==> config.mk <==
export PLATFORM = sky130hd
export DESIGN_NAME = contador_regressivo_bcd
export DESIGN_NICKNAME = d
export VERILOG_FILES = /design/src/rtl/contador_pkg.sv /design/src/rtl/contador_regressivo_bcd_digito.sv /design/src/rtl/contador_regressivo_bcd.sv
export SDC_FILE = /design/constraint.sdc
export NUM_CORES = 1
export LEC_CHECK = 0
export ABC_CLOCK_PERIOD_IN_PS = 2400
export CORE_UTILIZATION = 60
export DETAILED_ROUTE_END_ITERATION = 8
export DONT_BUFFER_PORTS = 1
export GPL_TIMING_DRIVEN = 0
export PLACE_DENSITY = 0.76
export SKIP_LAST_GASP = 1
export SLEW_MARGIN = 10
export SYNTH_ARGS = -nofsm -noshare
export SYNTH_HDL_FRONTEND = slang
export SYNTH_SLANG_ARGS = --single-unit
==> constraint.sdc <==
create_clock -name clock -period 2.4 [get_ports clock]
set_clock_uncertainty 0.1 [all_clocks]
set_input_delay 0.24 -clock clock [delete_from_list [all_inputs] [get_ports clock]]
set_output_delay 0.24 -clock clock [all_outputs]
set_load 0.01 [all_outputs]
==> src/rtl/contador_pkg.sv <==
// contador_pkg: shared definitions for the BCD countdown timer.
//   - state_t   : timer FSM states (IDLE, RUN, PAUSE, DONE)
//   - BCD_W     : width of one BCD digit
//   - digit_mod : modulus of a digit position (6 for odd positions in mm:ss
//                 mode, 10 otherwise)
package contador_pkg;

  localparam int BCD_W = 4;

  typedef enum logic [1:0] {
    IDLE  = 2'd0,
    RUN   = 2'd1,
    PAUSE = 2'd2,
    DONE  = 2'd3
  } state_t;

  // Odd digit positions count tens of seconds/minutes in sexagesimal mode.
  function automatic int digit_mod(input int index, input int sexagesimal);
    if ((sexagesimal != 0) && ((index % 2) == 1)) begin
      return 6;
    end else begin
      return 10;
    end
  endfunction

endpackage

==> src/rtl/contador_regressivo_bcd_digito.sv <==
// digito_regressivo: one BCD down-counting digit with configurable modulus.
// Ports:
//   clock      : system clock, rising edge
//   rst        : asynchronous active-low reset (q -> 0)
//   load       : load load_d into the digit
//   load_d     : BCD value to load
//   clr        : synchronous clear to 0 (dominates load and dec)
//   dec        : decrement this digit (wraps 0 -> MOD-1)
//   q          : current digit value
//   borrow_out : dec while q==0, i.e. the next digit must decrement too
//   range_err  : load_d is not a legal value for this digit (>= MOD)
module digito_regressivo
  import contador_pkg::*;
#(
  parameter int MOD = 10
) (
  input  logic             clock,
  input  logic             rst,
  input  logic             load,
  input  logic [BCD_W-1:0] load_d,
  input  logic             clr,
  input  logic             dec,
  output logic [BCD_W-1:0] q,
  output logic             borrow_out,
  output logic             range_err
);

  localparam logic [BCD_W-1:0] MOD_V  = BCD_W'(MOD);
  localparam logic [BCD_W-1:0] MAX_V  = BCD_W'(MOD - 1);
  localparam logic [BCD_W-1:0] ZERO_V = {BCD_W{1'b0}};
  localparam logic [BCD_W-1:0] ONE_V  = BCD_W'(1);

  logic [BCD_W-1:0] q_r;

  // Digit register: clear > load > decrement > hold.
  always_ff @(posedge clock or negedge rst) begin
    if (!rst) begin
      q_r <= ZERO_V;
    end else if (clr) begin
      q_r <= ZERO_V;
    end else if (load) begin
      q_r <= load_d;
    end else if (dec) begin
      if (q_r == ZERO_V) begin
        q_r <= MAX_V;
      end else begin
        q_r <= q_r - ONE_V;
      end
    end else begin
      q_r <= q_r;
    end
  end

  assign q          = q_r;
  assign borrow_out = dec & (q_r == ZERO_V);
  assign range_err  = (load_d >= MOD_V);

endmodule

==> src/rtl/contador_regressivo_bcd.sv <==
// contador_regressivo_bcd: multi-digit BCD countdown timer (mm:ss style when
// SEXAGESIMAL=1). Counts down on each tick while running, pulses done on
// reaching zero.
// Optional feature macro: CONTADOR_AUTO_RELOAD_EN -- when defined, reaching
// zero in RUN reloads the latched preset and keeps running.
// Ports:
//   clock    : system clock, rising edge
//   rst      : asynchronous active-low reset
//   tick     : one-cycle count-enable strobe
//   start    : load preset and run (IDLE/DONE) or resume (PAUSE)
//   pause    : freeze count while running
//   stop     : abort to IDLE, clear count (highest priority)
//   load_val : BCD preset, sampled on an accepted start from IDLE/DONE
//   count    : current BCD value
//   running  : state is RUN
//   zero     : count is all zeros
//   done     : one-cycle pulse when the count reaches zero
//   load_err : one-cycle pulse when a preset is rejected
module contador_regressivo_bcd
  import contador_pkg::*;
#(
  parameter int NUM_DIGITS  = 4,
  parameter int SEXAGESIMAL = 1
) (
  input  logic                        clock,
  input  logic                        rst,
  input  logic                        tick,
  input  logic                        start,
  input  logic                        pause,
  input  logic                        stop,
  input  logic [BCD_W*NUM_DIGITS-1:0] load_val,
  output logic [BCD_W*NUM_DIGITS-1:0] count,
  output logic                        running,
  output logic                        zero,
  output logic                        done,
  output logic                        load_err
);

  localparam int CW = BCD_W * NUM_DIGITS;
  localparam logic [CW-1:0] CNT_ZERO = {CW{1'b0}};
  localparam logic [CW-1:0] CNT_ONE  = CW'(1);

  state_t          state_r;
  state_t          state_nxt_s;
  logic [CW-1:0]   preset_r;
  logic [CW-1:0]   count_s;
  logic [CW-1:0]   load_d_s;
  logic [NUM_DIGITS-1:0] dig_err_s;
  logic [NUM_DIGITS-1:0] dig_dec_s;
  logic [NUM_DIGITS-1:0] dig_borrow_s;

  logic            preset_err_s;
  logic            preset_zero_s;
  logic            terminal_s;
  logic            underflow_s;
  logic            load_s;
  logic            reload_s;
  logic            clr_s;
  logic            dig_clr_s;
  logic            dec_en_s;
  logic            latch_s;
  logic            done_nxt_s;
  logic            err_nxt_s;
  logic            zero_nxt_s;

  logic            running_r;
  logic            zero_r;
  logic            done_r;
  logic            load_err_r;

  assign preset_err_s  = |dig_err_s;
  assign preset_zero_s = (load_val == CNT_ZERO);
  // The next decrement lands on zero exactly when the count is 1.
  assign terminal_s    = (count_s == CNT_ONE);
  // Reload uses the latched preset; everything else loads the live preset.
  assign load_d_s      = reload_s ? preset_r : load_val;

  // A borrow out of the top digit means a decrement from zero, which the FSM
  // never issues; clear instead of wrapping to the maximum value.
  assign underflow_s   = dig_borrow_s[NUM_DIGITS-1];
  assign dig_clr_s     = clr_s | underflow_s;

  // Digit cascade: each digit decrements when all lower digits borrow.
  for (genvar k = 0; k < NUM_DIGITS; k++) begin : g_digit
    if (k == 0) begin : g_first
      assign dig_dec_s[k] = dec_en_s;
    end else begin : g_rest
      assign dig_dec_s[k] = dig_borrow_s[k-1];
    end

    digito_regressivo #(
      .MOD(digit_mod(k, SEXAGESIMAL))
    ) u_digito (
      .clock      (clock),
      .rst        (rst),
      .load       (load_s),
      .load_d     (load_d_s[k*BCD_W +: BCD_W]),
      .clr        (dig_clr_s),
      .dec        (dig_dec_s[k]),
      .q          (count_s[k*BCD_W +: BCD_W]),
      .borrow_out (dig_borrow_s[k]),
      .range_err  (dig_err_s[k])
    );
  end

  // Next-state and control decode; priority stop > start > pause > tick.
  always_comb begin
    state_nxt_s = state_r;
    load_s      = 1'b0;
    reload_s    = 1'b0;
    clr_s       = 1'b0;
    dec_en_s    = 1'b0;
    latch_s     = 1'b0;
    done_nxt_s  = 1'b0;
    err_nxt_s   = 1'b0;
    zero_nxt_s  = zero_r;

    if (stop) begin
      state_nxt_s = IDLE;
      clr_s       = 1'b1;
      zero_nxt_s  = 1'b1;
    end else begin
      case (state_r)
        IDLE, DONE: begin
          if (start) begin
            if (preset_err_s) begin
              err_nxt_s = 1'b1;
            end else if (preset_zero_s) begin
              clr_s       = 1'b1;
              done_nxt_s  = 1'b1;
              zero_nxt_s  = 1'b1;
              state_nxt_s = DONE;
            end else begin
              load_s      = 1'b1;
              latch_s     = 1'b1;
              zero_nxt_s  = 1'b0;
              state_nxt_s = RUN;
            end
          end else begin
            state_nxt_s = state_r;
          end
        end
        RUN: begin
          if (pause) begin
            state_nxt_s = PAUSE;
          end else if (tick) begin
            if (terminal_s) begin
              done_nxt_s = 1'b1;
`ifdef CONTADOR_AUTO_RELOAD_EN
              reload_s   = 1'b1;
              load_s     = 1'b1;
              zero_nxt_s = 1'b0;
`else
              dec_en_s    = 1'b1;
              zero_nxt_s  = 1'b1;
              state_nxt_s = DONE;
`endif
            end else begin
              dec_en_s   = 1'b1;
              zero_nxt_s = 1'b0;
            end
          end else begin
            state_nxt_s = RUN;
          end
        end
        PAUSE: begin
          if (start) begin
            state_nxt_s = RUN;
          end else begin
            state_nxt_s = PAUSE;
          end
        end
        default: begin
          state_nxt_s = IDLE;
          clr_s       = 1'b1;
          zero_nxt_s  = 1'b1;
        end
      endcase
    end
  end

  // State, preset latch and registered status outputs.
  always_ff @(posedge clock or negedge rst) begin
    if (!rst) begin
      state_r    <= IDLE;
      preset_r   <= CNT_ZERO;
      running_r  <= 1'b0;
      zero_r     <= 1'b1;
      done_r     <= 1'b0;
      load_err_r <= 1'b0;
    end else begin
      state_r    <= state_nxt_s;
      preset_r   <= latch_s ? load_val : preset_r;
      running_r  <= (state_nxt_s == RUN);
      zero_r     <= zero_nxt_s;
      done_r     <= done_nxt_s;
      load_err_r <= err_nxt_s;
    end
  end

  assign count    = count_s;
  assign running  = running_r;
  assign zero     = zero_r;
  assign done     = done_r;
  assign load_err = load_err_r;

endmodule

# Yosys cells after proc, flatten, opt, wreduce, memory -nomap -nowiden
# Cells that the tools add are included.
# Widths: inputs -> output; s select.
[word_totals] register_bits=22 latch_bits=0 ram_bits=0 romBits=0 in_bits=22 output_inout_bits=20 wordCells=99 n_memories=0
[classes] n_addsub=4 n_mul=0 div=0 order_cmp=4 n_eq_ne=9 shifts=0 muxes=54 n_bitwise=5 reduce_logical=14
[ops] op="$mux 4" count=16
[ops] op="$mux 1" count=27
[ops] op="$eq 16x1->1 const B" count=1
[ops] op="$logic_not 16->1" count=1
[ops] op="$logic_not 4->1" count=4
[ops] op="$mux 2" count=8
[ops] op="$sub 4x1->4 const B" count=4
[ops] op="$reduce_bool 3->1" count=5
[ops] op="$ne 3x3->1 const B" count=4
[ops] op="$ge 4x3->1 const B" count=2
[ops] op="$ge 4x4->1 const B" count=2
[ops] op="$pmux 2 s3" count=1
[ops] op="$reduce_and 5->1" count=1
[ops] op="$and 1x1->1" count=4
[ops] op="$eq 2x1->1 const B" count=2
[ops] op="$eq 2x2->1 const B" count=2
[ops] op="$pmux 1 s2" count=2
[ops] op="$reduce_or 4->1" count=1
[ops] op="$logic_not 2->1" count=1
[ops] op="$reduce_or 2->1" count=1
[ops] op="$or 1x1->1" count=1

# Logic depth before layout (Yosys ltp)
# Gate-level depths: netlist of the first run.
[logic_depth] word_depth=10 ltp_mapped=8 mapped_depth_nobuf=7

# By module
# A second synthesis of the first run with hierarchy kept.
[hier_totals] cells_unflattened=157 area_unflattened_um2=1422.6
[by_module_without_submodules] mod="digito_regressivo (g_digit[0].u_digito ...)" n_inst=2 cells_per_inst=25 area_per_inst_um2=250.2 seq_area_each_um2=100.1
[by_module_without_submodules] mod="contador_regressivo_bcd" n_inst=1 cells_per_inst=57 area_per_inst_um2=474.2 seq_area_each_um2=151.4
[by_module_without_submodules] mod="digito_regressivo (g_digit[1].u_digito ...)" n_inst=2 cells_per_inst=25 area_per_inst_um2=224.0 seq_area_each_um2=100.1

# Least setup slack after synthesis of the first run
# OpenSTA, ideal clock, no wires.
[synth_path] path_kind="flip-flop to flip-flop" from="register g_digit[0].u_digito.q_r[2]" to="register g_digit[0].u_digito.q_r[0]" setup_time_ps=129 t_arrival_ps=1862 required_time_ps=2171 slack_ps=309 stages_incl_launch_ff=7 path_buffers=2 period_less_slack_ps=2091 path_cell_list="dfrtp_1 > or3_1 > or3_1 > buf_2 > o311ai_4 > buf_6 > a211oi_1"
[synth_via] elab_chain_cells=7 word_cells_on_any_way=11 classes_between="4 x mux; 5 x bitwise; 2 x reduce/logical"
[synth_rtl] item="start: declaration" line_no="contador_regressivo_bcd_digito.sv:33" rtl="logic [BCD_W-1:0] q_r;"
[synth_rtl] item="start signal: assignment" line_no="contador_regressivo_bcd_digito.sv:42" rtl="q_r <= load_d;"
[synth_rtl] item="start signal: assignment" line_no="contador_regressivo_bcd_digito.sv:47" rtl="q_r <= q_r - ONE_V;"
[synth_rtl] item="start signal: assignment" line_no="contador_regressivo_bcd_digito.sv:50" rtl="q_r <= q_r;"
[synth_rtl] item="$logic_not 4->1 *" line_no="contador_regressivo_bcd_digito.sv:44, contador_regressivo_bcd_digito.sv:55"
[synth_rtl] item="$and 1x1->1 (4 in a row)" line_no="contador_regressivo_bcd_digito.sv:55" rtl="assign borrow_out = dec & (q_r == ZERO_V);"
[synth_rtl] item="$or 1x1->1" line_no="contador_regressivo_bcd.sv:81" rtl="assign dig_clr_s = clr_s | underflow_s;"
[synth_rtl] item="$reduce_bool 3->1 (no line) / $mux 4 (equally long branches)"
# Every way passes the cells marked *; elsewhere a longest branch is shown, timed or not. The select of a mux whose other input is x is not followed.
# A chain may end at the register's enable or synchronous reset.

# Worst setup path after layout of the first run
[layout_path] from="register state_r[1]" to="register g_digit[0].u_digito.q_r[0]"
[layout_via] elab_chain_cells=9 word_cells_on_any_way=18 classes_between="2 x eq/ne; 8 x mux; 5 x bitwise; 3 x reduce/logical"
[layout_rtl] item="start: declaration" line_no="contador_regressivo_bcd.sv:43" rtl="state_t state_r;"
[layout_rtl] item="start signal: assignment" line_no="contador_regressivo_bcd.sv:192" rtl="state_r <= state_nxt_s;"
[layout_rtl] item="$eq 2x1->1" line_no="contador_regressivo_bcd.sv:123" rtl="case (state_r)"
[layout_rtl] item="$mux 1" line_no="contador_regressivo_bcd.sv:123"
[layout_rtl] item="$mux 1" line_no="contador_regressivo_bcd.sv:118" rtl="if (stop) begin"
[layout_rtl] item="$and 1x1->1 (4 in a row)" line_no="contador_regressivo_bcd_digito.sv:55"
[layout_rtl] item="$or 1x1->1" line_no="contador_regressivo_bcd.sv:81"
[layout_rtl] item="$reduce_bool 3->1 (no line) / $mux 4 (equally long branches)"
# Several ways; a longest one is shown, not always the timed one.

==> results of run 1 <==
## metal layers
metal	GRT usage [%]	share of wire, %
met5	0	0
met4	15.8	3.4
met3	7.60	8.8
met2	49.1	46
met1	40.9	42
## worst max-delay path, stage by stage, from the launching register on
cell,delay (ns)
dfrtp_1,0.46
inv_1,0.08
ha_1,0.23
nand4bb_4,0.18
or3_1,0.33
buf_2,0.17
o311ai_4,0.35
buf_6,0.19
a211oi_1,0.07
## cells in the final DEF, fill, tap and decap left out, types with 4 or more instances in the layout
master / Yosys / routed
nand2_1: 12 / 12
a211oi_1: 11 / 10
buf_2: 4 / 4
dfrtp_1: 21 / 21
inv_1: 8 / 8
nor4_1: 7 / 7
a21oi_1: 6 / 6
o21ai_0: 6 / 6
nor2_1: 23 / 23
nor3_1: 4 / 4
o31ai_1: 4 / 4
mux2i_1: 6 / 6
dlygate4sd3_1: 0 / 8
## worst max path at each step
stage,from,cells past startpoint,endpoint
after floorplan,g_digit[0].u_digito.q[2],6,g_digit[0].u_digito.q[0]
after global placement,state_r[1],8,g_digit[3].u_digito.q[2]
after detailed placement,state_r[1],8,g_digit[3].u_digito.q[0]
after CTS,state_r[0],7,g_digit[3].u_digito.q[0]
after global routing,state_r[1],8,g_digit[2].u_digito.q[1]
final,state_r[1],8,g_digit[0].u_digito.q[0]
## metrics by stage
stage          area (sq um)   TNS, ns  utilization [%]  instances
2_1_floorplan          1510         0                -        164
3_3_place_gp           1540         0             67.2        192
3_5_place_dp           1540   -0.0664             67.2        192
4_1_cts                1670         0             72.5        205
5_1_grt                1710  -0.00619             74.2        205
6_report               1710         0             74.2        205
## registers in the layout (all words and copies together), names as in the netlist
signal and flops:
load_err 1, running 1, g_digit.u_digito.q 16, done 1, zero 1, state_r 2
## power by group through the flow
stage / logic [W] / clock network [W] / registers (W)
floorplan: 0.000389 / 0 / 0.000509
global placement: 0.000449 / 0 / 0.000523
detailed placement: 0.000458 / 0 / 0.000524
CTS: 0.000483 / 0.000212 / 0.000517
global route: 0.000570 / 0.000234 / 0.000527
finish: 0.000508 / 0.000214 / 0.000519
## layout make-up
class	instances	area, sq um
multi-input cells	126	907
clock buffers	4	36.3
repair buffers	10	95.1
well taps	28	35.0
fillers	163	592
inverters	8	30.0
flip-flops and latches	22	552
plain buffers	7	50.0
## repair_timing
item	4_1_cts	5_1_grt
setup endpoints to repair	10	16
setup buffers	2	0
hold buffers	7	1
cloned	0	0
resized for setup	0	5
hold endpoints to repair	31	1
pin swaps	1	0
## kinds of logic (layout without fill, tap and decap cells)
logic type / after synthesis / after routing
flops: 22 / 22
xor+xnor: 4 / 4
simple gates: 72 / 72
mux: 7 / 7
fa+ha+maj: 3 / 3
compound gates: 40 / 40
buf+inv: 16 / 29
==> impl_metrics.csv, run 1 <==
group,metric,value,unit
synth,ys_ff_latch,22,
global_route,grt_max_degree,23,
synth,synth_area_per_cell,9.20,sq um
power_and_ir_drop,ir_worst_vdd,0.000629,V
power_and_ir_drop,p_sw,0.000509,W
synth,synth-xor-area-share,2.32,%
global_route,antenna_found_initial,0,
placement,pre_cts_ws,-0.0290,ns
hold_path,min_path_type,"primary input to flip-flop",
setup_path,critPathRequiredTime,2.49,ns
synth,ys.flop_type,"dfrtp_1",
placement,portBuffers,0,
timing,period_minus_slack,2.31,ns
power_and_ir_drop,pwr-share-seq,41.8,%
timing,relSlewSlack,34.1,%
routing,dr.pass1.iters,5,
clocking,cts_sinks,22,
synth,synth_top_family_by_area,"simple AND/OR/NAND/NOR gates",
synth,synth_cells,164,
synth,yosys-top-cells-count,"23 x nor2_1, 21 x dfrtp_1, 12 x nand2_1",
timing,hold_violations,0,
placement,hpwl,2.69,mm
synth,synthesis.area,1510,sq um
clocking,cts_tree,"done",
die,die_w,52.2,um
die,initial_core_util,65.7,%
synth,synth_cell_types,46,
synth,syn-num-nets,189,
clocking,cts_buffer_depth,2,
hold_path,hold_start,"stop",
global_route,track_usage,31.7,%
synth,synth-edff-count,0,
synth,muxShareOfSynthArea,4.73,%
placement,place_congestion,0.918,
power_and_ir_drop,powerDensity,728,nW/um^2
routing,drtAntennaViolNets,0,
power_and_ir_drop,p_sw_share,41.0,%
die,core_area,2300,sq um
synth,synthArstFlopShare,100,%
die,fp-row-count,17,
die,die_area,2720,sq um
setup_path,cp-end-kind,"flip-flop",
hold_path,min_path_cells,2,
synth,yosysWarningCount,0,
timing,setup_viol,0,
routing,drc,0,
global_route,overflow,0,
global_route,grt_first_pass_wirelength,6.21,mm
setup_path,ff2ff_setup_slack,0.09,ns
clocking,clk_pin_slew_worst_paths,0.14,ns
synth,yosysMostFrequentCell,"nor2_1",
clocking,insertion_delay,0.31,ns
global_route,grt_pass1_vias,1405,
timing,maxSlewViolCount,0,
setup_path,critPathLaunchType,"flip-flop",
setup_path,r2r-end,"g_digit[0].u_digito.q[0]",
finish,antenna_cells,0,
finish,area_growth,13.0,%
clocking,cts-root-buf,"clkbuf_4",
timing,fin_crit_sh,96.2,%
die,ioPinCount,42,
flow_run,max_cap_viol_count,0,
routing,viasPerCell,6.83,
timing,worst_slack,0.0922,ns
power_and_ir_drop,comb_power_share,40.9,%
setup_path,cp_max_fo,10,
power_and_ir_drop,power,0.00124,W
synth,synth-seq-area-share,36.6,%
timing,tightest_slew,0.985,ns
routing,drt_iter0_drc,45,
power_and_ir_drop,p_leak,0.717,nW
status,status,"completed",
timing,fmax,433,MHz
setup_path,arrival,2.39,ns
routing,vias,1400,
finish,nets,203,
synth,yosysTopAreaCell,"dfrtp_1",
timing,whs,0.0109,ns
hold_path,worstHoldEndpoint,"zero",
synth,post_synth_and_or_nand_nor_area_fraction,27.8,%
setup_path,reg2reg_depth,8,
synth,synth_compound_area_share,20.6,%
finish,drive_gt1_share,16.9,%
routing,totalWireLength,3.86,mm
clocking,htree_levels,1,
synth,ys_top_cells_by_area,"dfrtp_1 35%, nor2_1 5.7%, a211oi_1 5.5%",
setup_path,crit_type,"flip-flop to flip-flop",
power_and_ir_drop,internal-power,0.000732,W
setup_path,r2r-start,"state_r[1]",
routing,wire_per_inst,18.8,um
clocking,numCtsBuffers,3,
power_and_ir_drop,p_clk_share,17.3,%
synth,synth_fa_ha_area_share,2.49,%
die,die_h,52.2,um
synth,yosysTopAreaCellShare,34.8,%
(Power assumes the default switching activity.)
==> inputs of run 2 (changes only) <==
--- a/constraint.sdc
+++ b/constraint.sdc
@@ -3,3 +3,3 @@
 set_input_delay 0.24 -clock clock [delete_from_list [all_inputs] [get_ports clock]]
 set_output_delay 0.24 -clock clock [all_outputs]
-set_load 0.01 [all_outputs]
+set_load 0.02 [all_outputs]
==> impl_metrics.csv, run 2 (synthesized netlist as in run 1, its figures left out) <==
group,metric,value,unit
timing,maxSlewViolCount,0,
finish,drive_gt1_share,18.1,%
finish,antenna_cells,0,
timing,tightest_slew,1.00,ns
die,die_h,52.2,um
finish,layout.cells.most_common,"nor2_1",
clocking,cts_tree,"done",
clocking,cts_sinks,22,
placement,place_congestion,0.918,
setup_path,critPathRequiredTime,2.53,ns
hold_path,min_path_cells,2,
clocking,cts_buffer_depth,2,
placement,hpwl,2.69,mm
die,core_area,2300,sq um
power_and_ir_drop,power,0.00127,W
timing,period_minus_slack,2.32,ns
routing,drtAntennaViolNets,0,
setup_path,reg2reg_depth,5,
hold_path,min_path_type,"primary input to flip-flop",
routing,drt_iter0_drc,70,
finish,largest_register_ffs,16,
finish,area_growth,12.6,%
global_route,antenna_found_initial,0,
clocking,htree_levels,1,
global_route,overflow,0,
hold_path,hold_start,"load_val[13]",
finish,final_cell_mix,"23 x nor2_1, 19 x dfrtp_1, 12 x nand2_1",
hold_path,worstHoldEndpoint,"g_digit[3].u_digito.q[1]",
timing,fin_crit_sh,96.5,%
timing,hold_violations,0,
setup_path,r2r-start,"g_digit[1].u_digito.q[1]",
die,die_w,52.2,um
routing,totalWireLength,3.82,mm
die,fp-row-count,17,
placement,placed_cells,192,
timing,relSlewSlack,33.1,%
timing,whs,0.00788,ns
setup_path,r2r-end,"g_digit[2].u_digito.q[0]",
routing,vias,1395,
timing,worst_slack,0.0843,ns
placement,portBuffers,0,
power_and_ir_drop,powerDensity,747,nW/um^2
routing,wire_per_inst,18.6,um
setup_path,arrival,2.45,ns
status,status,"completed",
clocking,numCtsBuffers,3,
setup_path,ff2ff_setup_slack,0.08,ns
finish,nets,203,
setup_path,cp_max_fo,7,
power_and_ir_drop,ir_worst_vdd,0.000632,V
flow_run,max_cap_viol_count,0,
setup_path,critPathLaunchType,"flip-flop",
timing,setup_viol,0,
placement,pre_cts_ws,-0.0290,ns
routing,dr.pass1.iters,5,
routing,drc,0,
finish,fin_cells,205,
global_route,grt_pass1_vias,1405,
die,initial_core_util,65.7,%
global_route,track_usage,31.7,%
routing,viasPerCell,6.80,
setup_path,crit_type,"flip-flop to flip-flop",
power_and_ir_drop,p_leak,0.713,nW
finish,fin_util,74.0,%
global_route,grt_max_degree,23,
timing,fmax,432,MHz
clocking,clk_pin_slew_worst_paths,0.13,ns
global_route,grt_first_pass_wirelength,6.21,mm
clocking,insertion_delay,0.32,ns
setup_path,cp-end-kind,"flip-flop",
die,ioPinCount,42,
die,die_area,2720,sq um
clocking,cts-root-buf,"clkbuf_4",
==> run 2: changes by cell type in the layout (fill, tap and decap cells not counted) <==
cell	before	now
dfrtp_1	21	19
dfrtp_2	0	2
nor4_2	0	1
nor4_4	2	1
==> run 2: worst max-delay path by stage <==
stage                                         from                  endpoint  slack, ns  depth (start not counted)
after detailed placement                state_r[1]  g_digit[3].u_digito.q[0]      -0.03                          8
after floorplan           g_digit[0].u_digito.q[2]  g_digit[0].u_digito.q[0]       0.26                          6
after CTS                               state_r[0]  g_digit[3].u_digito.q[0]       0.03                          7
after global placement                  state_r[1]  g_digit[3].u_digito.q[2]       0.03                          8
final                     g_digit[1].u_digito.q[1]  g_digit[2].u_digito.q[0]       0.08                          5
after global routing      g_digit[3].u_digito.q[0]                   running     -0.006                          5
==> run 2: per-layer routing <==
metal / routed length (um) / part of all wire [%] / global-route usage, % / vias up
met5: 0 / 0 / 0 / -
met4: 188 / 4.9 / 15.8 / 0
met3: 309 / 8.1 / 7.60 / 27
met2: 1720 / 45 / 49.1 / 79
met1: 1600 / 42 / 40.9 / 644
li1: - / - / - / 645
==> run 2: stage by stage <==
| stage | area (sq um) | setup TNS (ns) |
|---|---|---|
| after detailed placement | 1540 | -0.0664 |
| after global placement | 1540 | 0 |
| after CTS | 1670 | 0 |
| after global routing | 1700 | -0.00640 |
| after floorplan | 1510 | 0 |
| final | 1700 | 0 |
==> run 2: worst max-delay path: stages (launching register included) <==
cell      delay (ns)
dfrtp_2         0.51
or4_4           0.60
nor4_2          0.38
a211oi_2        0.15
mux2_2          0.30
o31ai_2         0.20
==> run 2: what timing repair did <==
item / CTS / global route
gates cloned: 0 / 0
pin swaps: 1 / 0
resized for setup: 2 / 4
buffers inserted: 2 / 0
hold endpoints to repair: 31 / 1
endpoints found under the setup margin: 11 / 16
hold buffers: 7 / 1
==> run 2: where the power goes <==
group	switching, W	internal, W	total [W]
logic	0.000298	0.000206	0.000503
clock network	0.000122	0.0000927	0.000215
registers	0.000117	0.000433	0.000550
total	0.000537	0.000732	0.00127
==> run 2: cell type report <==
class / count / area [sq um]
Sequential cell: 22 / 554
Tap cell: 28 / 35.0
Timing Repair Buffer: 10 / 95.1
Inverter: 8 / 30.0
Multi-Input combinational cell: 126 / 898
Clock buffer: 4 / 36.3
Buffer: 7 / 50.0
Fill cell: 165 / 598
